`src/rtl/sensor_trace_pkg.sv`:
```
// Shared types and constants for the sensor trace packer.
// Build option: TRACE_RAW_BYPASS_EN enables the raw-sample bypass.
package sensor_trace_pkg;

   localparam int SENSOR_WIDTH = 128;
   localparam int HW_WIDTH     = 8;
   localparam int PACK         = SENSOR_WIDTH / HW_WIDTH;
   localparam int TREE_LVLS    = $clog2(SENSOR_WIDTH);

   typedef enum logic [1:0] {
      IDLE,
      CAPTURE,
      DRAIN
   } state_t;

   // Partial sums at tree level l cover 2**l bits, so they need l+1 bits.
   function automatic int pc_width(input int lvl);
      return lvl + 1;
   endfunction

endpackage

```
`src/rtl/popcount_tree.sv`:
```
// Combinational 128-to-8 Hamming weight as a pairwise adder tree.
// No registers, so retiming the tree stays inside this module.
module popcount_tree
   import sensor_trace_pkg::*;
(
   input  logic [SENSOR_WIDTH-1:0] bits,
   output logic [HW_WIDTH-1:0]     weight
);

   for (genvar l = 1; l <= TREE_LVLS; l++) begin : g_lvl
      localparam int N = SENSOR_WIDTH >> l;
      localparam int W = pc_width(l);
      logic [N*W-1:0] sum;
      for (genvar i = 0; i < N; i++) begin : g_add
         if (l == 1) begin : g_leaf
            assign sum[i*W +: W] = {1'b0, bits[2*i]}
                                 + {1'b0, bits[2*i+1]};
         end else begin : g_node
            assign sum[i*W +: W] =
               {1'b0, g_lvl[l-1].sum[2*i*(W-1) +: W-1]}
             + {1'b0, g_lvl[l-1].sum[(2*i+1)*(W-1) +: W-1]};
         end
      end
   end

   assign weight = g_lvl[TREE_LVLS].sum;

endmodule

```
`src/rtl/sensor_trace_packer.sv`:
```
// Captures delay-line samples, reduces them to weights, packs 16 per word.
// Build option: TRACE_RAW_BYPASS_EN adds raw_mode_i for unpacked samples.
module sensor_trace_packer
   import sensor_trace_pkg::*;
#(
   parameter int N_SAMPLES = 2048
) (
   input  logic                    clk_in,
   input  logic                    reset_n,
   input  logic [SENSOR_WIDTH-1:0] sensor_i,
   input  logic                    trigger_i,
   input  logic                    fifo_full_i,
`ifdef TRACE_RAW_BYPASS_EN
   input  logic                    raw_mode_i,
`endif
   output logic [SENSOR_WIDTH-1:0] sensor_o,
   output logic                    sensor_dvld_o,
   output logic                    busy_o,
   output logic                    done_o,
   output logic                    overflow_o
);

   localparam int CW = $clog2(N_SAMPLES + 1);
   localparam int PW = $clog2(PACK);
   localparam logic [CW-1:0] LAST = CW'(N_SAMPLES - 1);
   localparam logic [CW-1:0] FULL = CW'(N_SAMPLES);

   state_t                  state;
   state_t                  nxt;
   logic [CW-1:0]           cnt;
   logic [1:0]              dcnt;
   logic                    accept;
   logic                    take;
   logic                    fin;
   logic                    busy;
   logic [SENSOR_WIDTH-1:0] s_q;
   logic [SENSOR_WIDTH-1:0] pack;
   logic [SENSOR_WIDTH-1:0] word_d;
   logic [SENSOR_WIDTH-1:0] out_q;
   logic                    s_vld;
   logic                    hw_vld;
   logic                    word_q;
   logic                    emit;
   logic                    ovf_q;
   logic                    done_q;
   logic [HW_WIDTH-1:0]     hw;
   logic [HW_WIDTH-1:0]     hw_q;
   logic [PW-1:0]           wcnt;

   popcount_tree u_pc (
      .bits   (s_q),
      .weight (hw)
   );

   always_ff @(posedge clk_in or negedge reset_n) begin
      if (!reset_n) state <= IDLE;
      else          state <= nxt;
   end

   always_comb begin
      nxt = state;
      unique case (state)
         IDLE:    if (trigger_i) nxt = CAPTURE;
         CAPTURE: if (cnt == LAST) nxt = DRAIN;
         DRAIN:   if (dcnt == 2'd2) nxt = IDLE;
         default: nxt = IDLE;
      endcase
   end

   always_comb begin
      accept = 1'b0;
      take   = 1'b0;
      fin    = 1'b0;
      busy   = 1'b0;
      unique case (state)
         IDLE:    accept = trigger_i;
         CAPTURE: begin
            take = 1'b1;
            busy = 1'b1;
         end
         DRAIN:   begin
            busy = 1'b1;
            fin  = (dcnt == 2'd2);
         end
         default: ;
      endcase
   end

`ifdef TRACE_RAW_BYPASS_EN
   logic                    raw_q;
   logic [SENSOR_WIDTH-1:0] dly_q;

   // Raw path mirrors the hw_q stage so both modes share the same latency.
   always_ff @(posedge clk_in or negedge reset_n) begin
      if (!reset_n) begin
         raw_q <= 1'b0;
         dly_q <= '0;
      end else begin
         if (accept) raw_q <= raw_mode_i;
         dly_q <= s_q;
      end
   end
`endif

   always_comb begin
      word_d = {hw_q, pack[SENSOR_WIDTH-1:HW_WIDTH]};
      emit   = hw_vld && (wcnt == PW'(PACK - 1));
`ifdef TRACE_RAW_BYPASS_EN
      if (raw_q) begin
         word_d = dly_q;
         emit   = hw_vld;
      end
`endif
   end

   always_ff @(posedge clk_in or negedge reset_n) begin
      if (!reset_n) begin
         cnt    <= '0;
         dcnt   <= '0;
         s_q    <= '0;
         s_vld  <= 1'b0;
         hw_q   <= '0;
         hw_vld <= 1'b0;
         pack   <= '0;
         wcnt   <= '0;
         out_q  <= '0;
         word_q <= 1'b0;
         ovf_q  <= 1'b0;
         done_q <= 1'b0;
      end else begin
         if (accept)
            cnt <= '0;
         else if (take && cnt != FULL)
            cnt <= cnt + CW'(1);
         dcnt <= (state == DRAIN && !fin) ? dcnt + 2'd1 : 2'd0;
         if (take) s_q <= sensor_i;
         s_vld  <= take;
         hw_q   <= hw;
         hw_vld <= s_vld;
         if (accept) begin
            pack <= '0;
            wcnt <= '0;
         end else if (hw_vld) begin
            pack <= {hw_q, pack[SENSOR_WIDTH-1:HW_WIDTH]};
            wcnt <= wcnt + PW'(1);
         end
         if (emit) out_q <= word_d;
         word_q <= emit;
         // The sensor cannot stall: a full FIFO loses the word.
         if (accept)
            ovf_q <= 1'b0;
         else if (word_q && fifo_full_i)
            ovf_q <= 1'b1;
         done_q <= fin;
      end
   end

   assign sensor_o      = out_q;
   assign sensor_dvld_o = word_q & ~fifo_full_i;
   assign busy_o        = busy;
   assign done_o        = done_q;
   assign overflow_o    = ovf_q;

endmodule

```
`config.mk`:
```
export PLATFORM = sky130hd
export DESIGN_NAME = sensor_trace_packer
export DESIGN_NICKNAME = d
export VERILOG_FILES = /design/src/rtl/sensor_trace_pkg.sv /design/src/rtl/popcount_tree.sv /design/src/rtl/sensor_trace_packer.sv
export SDC_FILE = /design/constraint.sdc
export NUM_CORES = 1
export LEC_CHECK = 0
export CAP_MARGIN = 20
export CORE_MARGIN = 2
export CORE_UTILIZATION = 55
export CTS_BUF_LIST = sky130_fd_sc_hd__clkbuf_16
export DETAILED_ROUTE_END_ITERATION = 12
export PLACE_DENSITY = 0.89
export RECOVER_POWER = 50
export SYNTH_ARGS = -nofsm -noshare
export SYNTH_HDL_FRONTEND = slang
export SYNTH_HIERARCHICAL = 1
export SYNTH_SLANG_ARGS = --single-unit
export TNS_END_PERCENT = 50
```
`constraint.sdc`:
```
create_clock -name clk_in -period 9.4 [get_ports clk_in]
set_input_delay 0.94 -clock clk_in [delete_from_list [all_inputs] [get_ports clk_in]]
set_output_delay 0.94 -clock clk_in [all_outputs]
set_load 0.02 [all_outputs]
```
After elaboration in Yosys (flattened, before gate mapping):

Index checks and enable logic that the tools add are counted.

* output and inout port bits: 132
* register bits after elaboration: 417
* bits of input ports: 132
* word-level logic and storage cells: 182

* equal/unequal tests: 9
* mux-type cells: 17
* bitwise gates (word level): 2
* reductions and logical operators: 11
* add/subtract/negate cells: 130

Operators by type and width (number)
* $mux 128: 2
* $add 1x1->2: 64
* $add 2x2->3: 32
* $add 3x3->4: 16
* $add 4x4->5: 8
* $add 5x5->6: 4
* $mux 12: 2
* $add 6x6->7: 2
* $add 12x1->12 const B: 1
* $eq 12x11->1 const B: 1
* $ne 12x12->1 const B: 1
* $add 7x7->8: 1
* $mux 2: 4
* $mux 4: 2
* $mux 1: 6
* $ne 2x2->1 const B: 3
* $pmux 2 s3: 1
* $reduce_bool 2->1: 3
* $add 4x1->4 const B: 1
* $eq 2x2->1 const B: 2
* $eq 4x4->1 const B: 1
* $logic_and 1x1->1: 4
* $reduce_and 3->1: 1
* $add 2x1->2 const B: 1
* 6 further kinds: 6

Longest topological paths before layout:

* depth after elaboration: 7
* depth in mapped cells: 26
* mapped depth without buffers: 26

Hierarchy:

Netlist, hierarchy kept.

By module, submodules not included
* sensor_trace_packer: instances 1, cells an instance 1327, area each 15730.1 um^2, seq. area each 10234.8 um^2
* popcount_tree: instances 1, cells an instance 332, area each 3395.8 um^2, seq. area each 0.0 um^2

Least setup slack after synthesis:

OpenSTA, ideal clock, no wires.

* path kind: register to register
* start: reg s_q[107]
* end: reg hw_q[6]
* required time: 9320 ps
* arrival: 6746 ps
* library setup time: 80 ps
* path buffers: 0
* cell stages (with the launch flop): 27
* period minus slack after synthesis: 6826 ps
* path slack: 2574 ps
* cell sequence: dfrtp_1 -> inv_1 -> fa_1 -> inv_1 -> fa_1 -> inv_1 -> fa_1 -> inv_1 -> fa_1 -> inv_1 -> fa_1 -> inv_1 -> fa_1 -> inv_1 -> fa_1 -> inv_1 -> fa_1 -> inv_1 -> fa_1 -> fa_1 -> inv_1 -> ha_1 -> fa_1 -> a211oi_1 -> o21bai_1 -> a21oi_1 -> xnor2_1

* longest elaborated chain between the ends: 7

Ends and longest elaborated chain
* from (decl): RTL line sensor_trace_packer.sv:36 `logic [SENSOR_WIDTH-1:0] s_q;`
* from (signal assigned): RTL line sensor_trace_packer.sv:136 `if (take) s_q <= sensor_i;`
* $add 1x1->2: RTL line popcount_tree.sv:17 `+ {1'b0, bits[2*i+1]};`
* $add 2x2->3: RTL line popcount_tree.sv:21 `+ {1'b0, g_lvl[l-1].sum[(2*i+1)*(W-1) +: W-1]};`
* $add 3x3->4: RTL line popcount_tree.sv:21
* $add 4x4->5: RTL line popcount_tree.sv:21
* $add 5x5->6: RTL line popcount_tree.sv:21
* $add 6x6->7: RTL line popcount_tree.sv:21
* $add 7x7->8: RTL line popcount_tree.sv:21
* via hw[6]: RTL line sensor_trace_packer.sv:46 `logic [HW_WIDTH-1:0] hw;`
* to (signal assigned): RTL line sensor_trace_packer.sv:138 `hw_q <= hw;`
* to (decl): RTL line sensor_trace_packer.sv:47 `logic [HW_WIDTH-1:0] hw_q;`

The timed path passes the listed nets, and every way through them passes these cells.
A chain may end at the register's enable or synchronous reset.

Worst setup path after layout:

Ends and elaborated chain as after synthesis.

==> out/metrics.cfg <==
[logic_synthesis]
ys_ff_latch = 409
synth_area_leaders = dfrtp_1, fa_1, nand2_1
synth_ff_type = dfrtp_1
synth.top_cell.area_share_pct = 53.5
syn-mean-instance-area_um2 = 11.5
synth_edf_count = 0
ys_warn_count = 6
synth_top_cells_by_count = dfrtp_1, nand2_1, inv_1
synth_top_area_cell = dfrtp_1
yosysMostFrequentCell = dfrtp_1
ys_seq_area_share_pct = 53.5
synth_cells = 1659
synth.distinct_cells = 40
syn-num-nets = 1939
synthArstFlopShare_pct = 100
syn_area_mm2 = 0.0191

[timing]
period_share_pct = 76.4
rsz0062_at_grt = no
fin_tns_setup_ns = 0
period_minus_slack_ns = 7.18
setup_viol = 0
maxSlewHeadroom_pct = -333
worst_slack_ns = 2.22
fin_skew_ns = 0.0103
hold_violations = 0
maxSlewViolCount = 247
worst_pin_slew_ns = 6.49
clock.fmax_mhz = 139

[clocking]
clock_sinks = 409
cts_tree = built
hold_buffers = 0
cts_buffers = 43
path_clk_slew_ns = 0.06
postCtsSetupBuffers = 0
htreeDepth = 2
clock_latency_ns = 0.55
cts.repair.resized = 0
cts.path.max_buffers = 3
root_buffer = clkbuf_16

[setup_path]
path_common_cell = fa_1
start_kind = flip-flop
crit_slowest_cell = fa_1
crit_arrival_ns = 7.65
rr_worst_depth = 26
cp.required_ns = 9.86
cp-endpoint = hw_q[6]$_DFF_PN0_
crit_path_end_kind = flip-flop
startpoint = s_q[107]$_DFFE_PN0P_
r2r-end = hw_q[6]$_DFF_PN0_
critPathMaxFanout = 3
reg2reg_from = s_q[107]$_DFFE_PN0P_
critPathKind = flip-flop to flip-flop
r2r_slack_ns = 2.22
max_stage_delay_ns = 0.53

[placement]
port-buffer-count = 263
dpl_worst_slack_ns = 2.26
dp_hpwl_mm = 28.8
finalWeightedCongestion = 0.836
dp_cells = 2313

[run_status]
status = finished, violations left
violations = capacitance limit, slew limit

[die]
core.rowCount = 68
core_area_mm2 = 0.0344
die_y_um = 190
io_pins = 264
initial_core_util_pct = 55.6
die_w_um = 190
dieArea_mm2 = 0.0363

[grt]
overflow = 0
antenna_found_initial = 4
grt_pass1_wl_mm = 68.6
grtUsageTotal_pct = 23.9
grt_pass1_vias = 13500
grt_max_degree = 126

[routing]
wl_mm = 41.6
firstDrtPassIters = 5
drt_iter0_drc = 731
viasPerCell = 5.20
vias = 12400
drc = 0
ant_nets = 0
detail_route.wl_per_cell_um = 17.4

[layout]
nets = 2184
drive_above_1_share_pct = 9.99
area_growth_pct = 22.3
utilization_pct = 68.1
final_cell_count_no_fill = 2389

[job]
cap_violations = 3

[worst_hold_path]
hold_path.class = flip-flop to flip-flop

-- cell families after synthesis --
kind of cell               count (synthesis)  synth area share (%)
and+or+nand+nor                          565                  11.7
DFF                                      409                  53.5
buffers and inverters                    252                  5.36
muxes                                    252                  14.0
adders and majority gates                148                  14.2
AOI/OAI and AO/OA                         18                 0.563
xor gates and xnor gates                  15                 0.687
-- placed cells by master, fill, tap and decap left out, drive strengths merged --
master | synthesis | final
dfrtp | 409 | 409
nand2 | 396 | 396
clkdlybuf4s50 | 0 | 249
inv | 178 | 189
nor2 | 137 | 137
mux2 | 129 | 129
mux2i | 123 | 123
fa | 115 | 115
clkbuf | 16 | 44
ha | 33 | 33
clkinv | 0 | 15
dlygate4sd3 | 0 | 13
buf | 58 | 11
xor2 | 10 | 10
nand4 | 7 | 7
a21oi | 7 | 7
xnor2 | 5 | 5
nor2b | 4 | 4
bufinv | 0 | 4
o21ai | 4 | 4
nand3 | 4 | 4
and2 | 4 | 4
a21o | 3 | 3
diode | 0 | 2
nand2b | 2 | 2
and3 | 2 | 2
or4 | 2 | 2
nor4 | 2 | 2
and4 | 1 | 1
nor3 | 1 | 1
a31oi | 1 | 1
nor4b | 1 | 1
nand3b | 1 | 1
or2b | 1 | 1
a211oi | 1 | 1
o21bai | 1 | 1
a31o | 1 | 1
-- metal layers --
layer	track usage (%)	up-vias	share of wire, %
met5	0	-	0.089
met4	6.47	6	2.3
met3	5.45	81	6.3
met2	42.4	366	52
met1	29.3	6315	39
li1	-	5648	-
-- final cells by class --
type                    instances  area (µm²)
diodes                          2        5.00
clock buffers                  43        1080
clock inverters                30         250
fillers                      2357       11000
inverters                     178         671
multi-input cells             998        7860
flip-flops and latches        409       10200
well taps                     455         569
repair buffers                274        2730
-- how the worst min path moves through the flow --
stage                         start               end  slack (ns)  depth (start not counted)
floorplan           s_vld$_DFF_PN0_  hw_vld$_DFF_PN0_        0.33                          0
global placement    s_vld$_DFF_PN0_  hw_vld$_DFF_PN0_        0.33                          0
detailed placement  s_vld$_DFF_PN0_  hw_vld$_DFF_PN0_        0.34                          0
CTS                 s_vld$_DFF_PN0_  hw_vld$_DFF_PN0_        0.35                          0
global route        s_vld$_DFF_PN0_  hw_vld$_DFF_PN0_        0.35                          0
finish              s_vld$_DFF_PN0_  hw_vld$_DFF_PN0_        0.34                          0
-- metrics by stage --
| step | hold WS [ns] | instance area, µm² |
|---|---|---|
| finish | 0.338 | 23400 |
| global route | 0.353 | 23400 |
| CTS | 0.346 | 23400 |
| detailed placement | 0.337 | 22100 |
| global placement | 0.333 | 22100 |
| floorplan | 0.331 | 19100 |
-- critical path, delay by kind of cell (launching register included) --
kind / cells / cell delay, ns
buf+inv: 10 / 0.51
xor+xnor: 1 / 0.14
compound gates: 3 / 0.61
fa+ha+maj: 12 / 5.50
flops: 1 / 0.35
-- state kept, by name, summed over array words and instances (netlist names), 2 cells and up --
signal and flops:
cnt 12, dcnt 2, hw_q 8, pack 120, s_q 128, sensor_o 128, state 2, wcnt 4
Power is not shown: default switching activity piles up to over one toggle a cycle in this logic, so the estimate is an artifact.
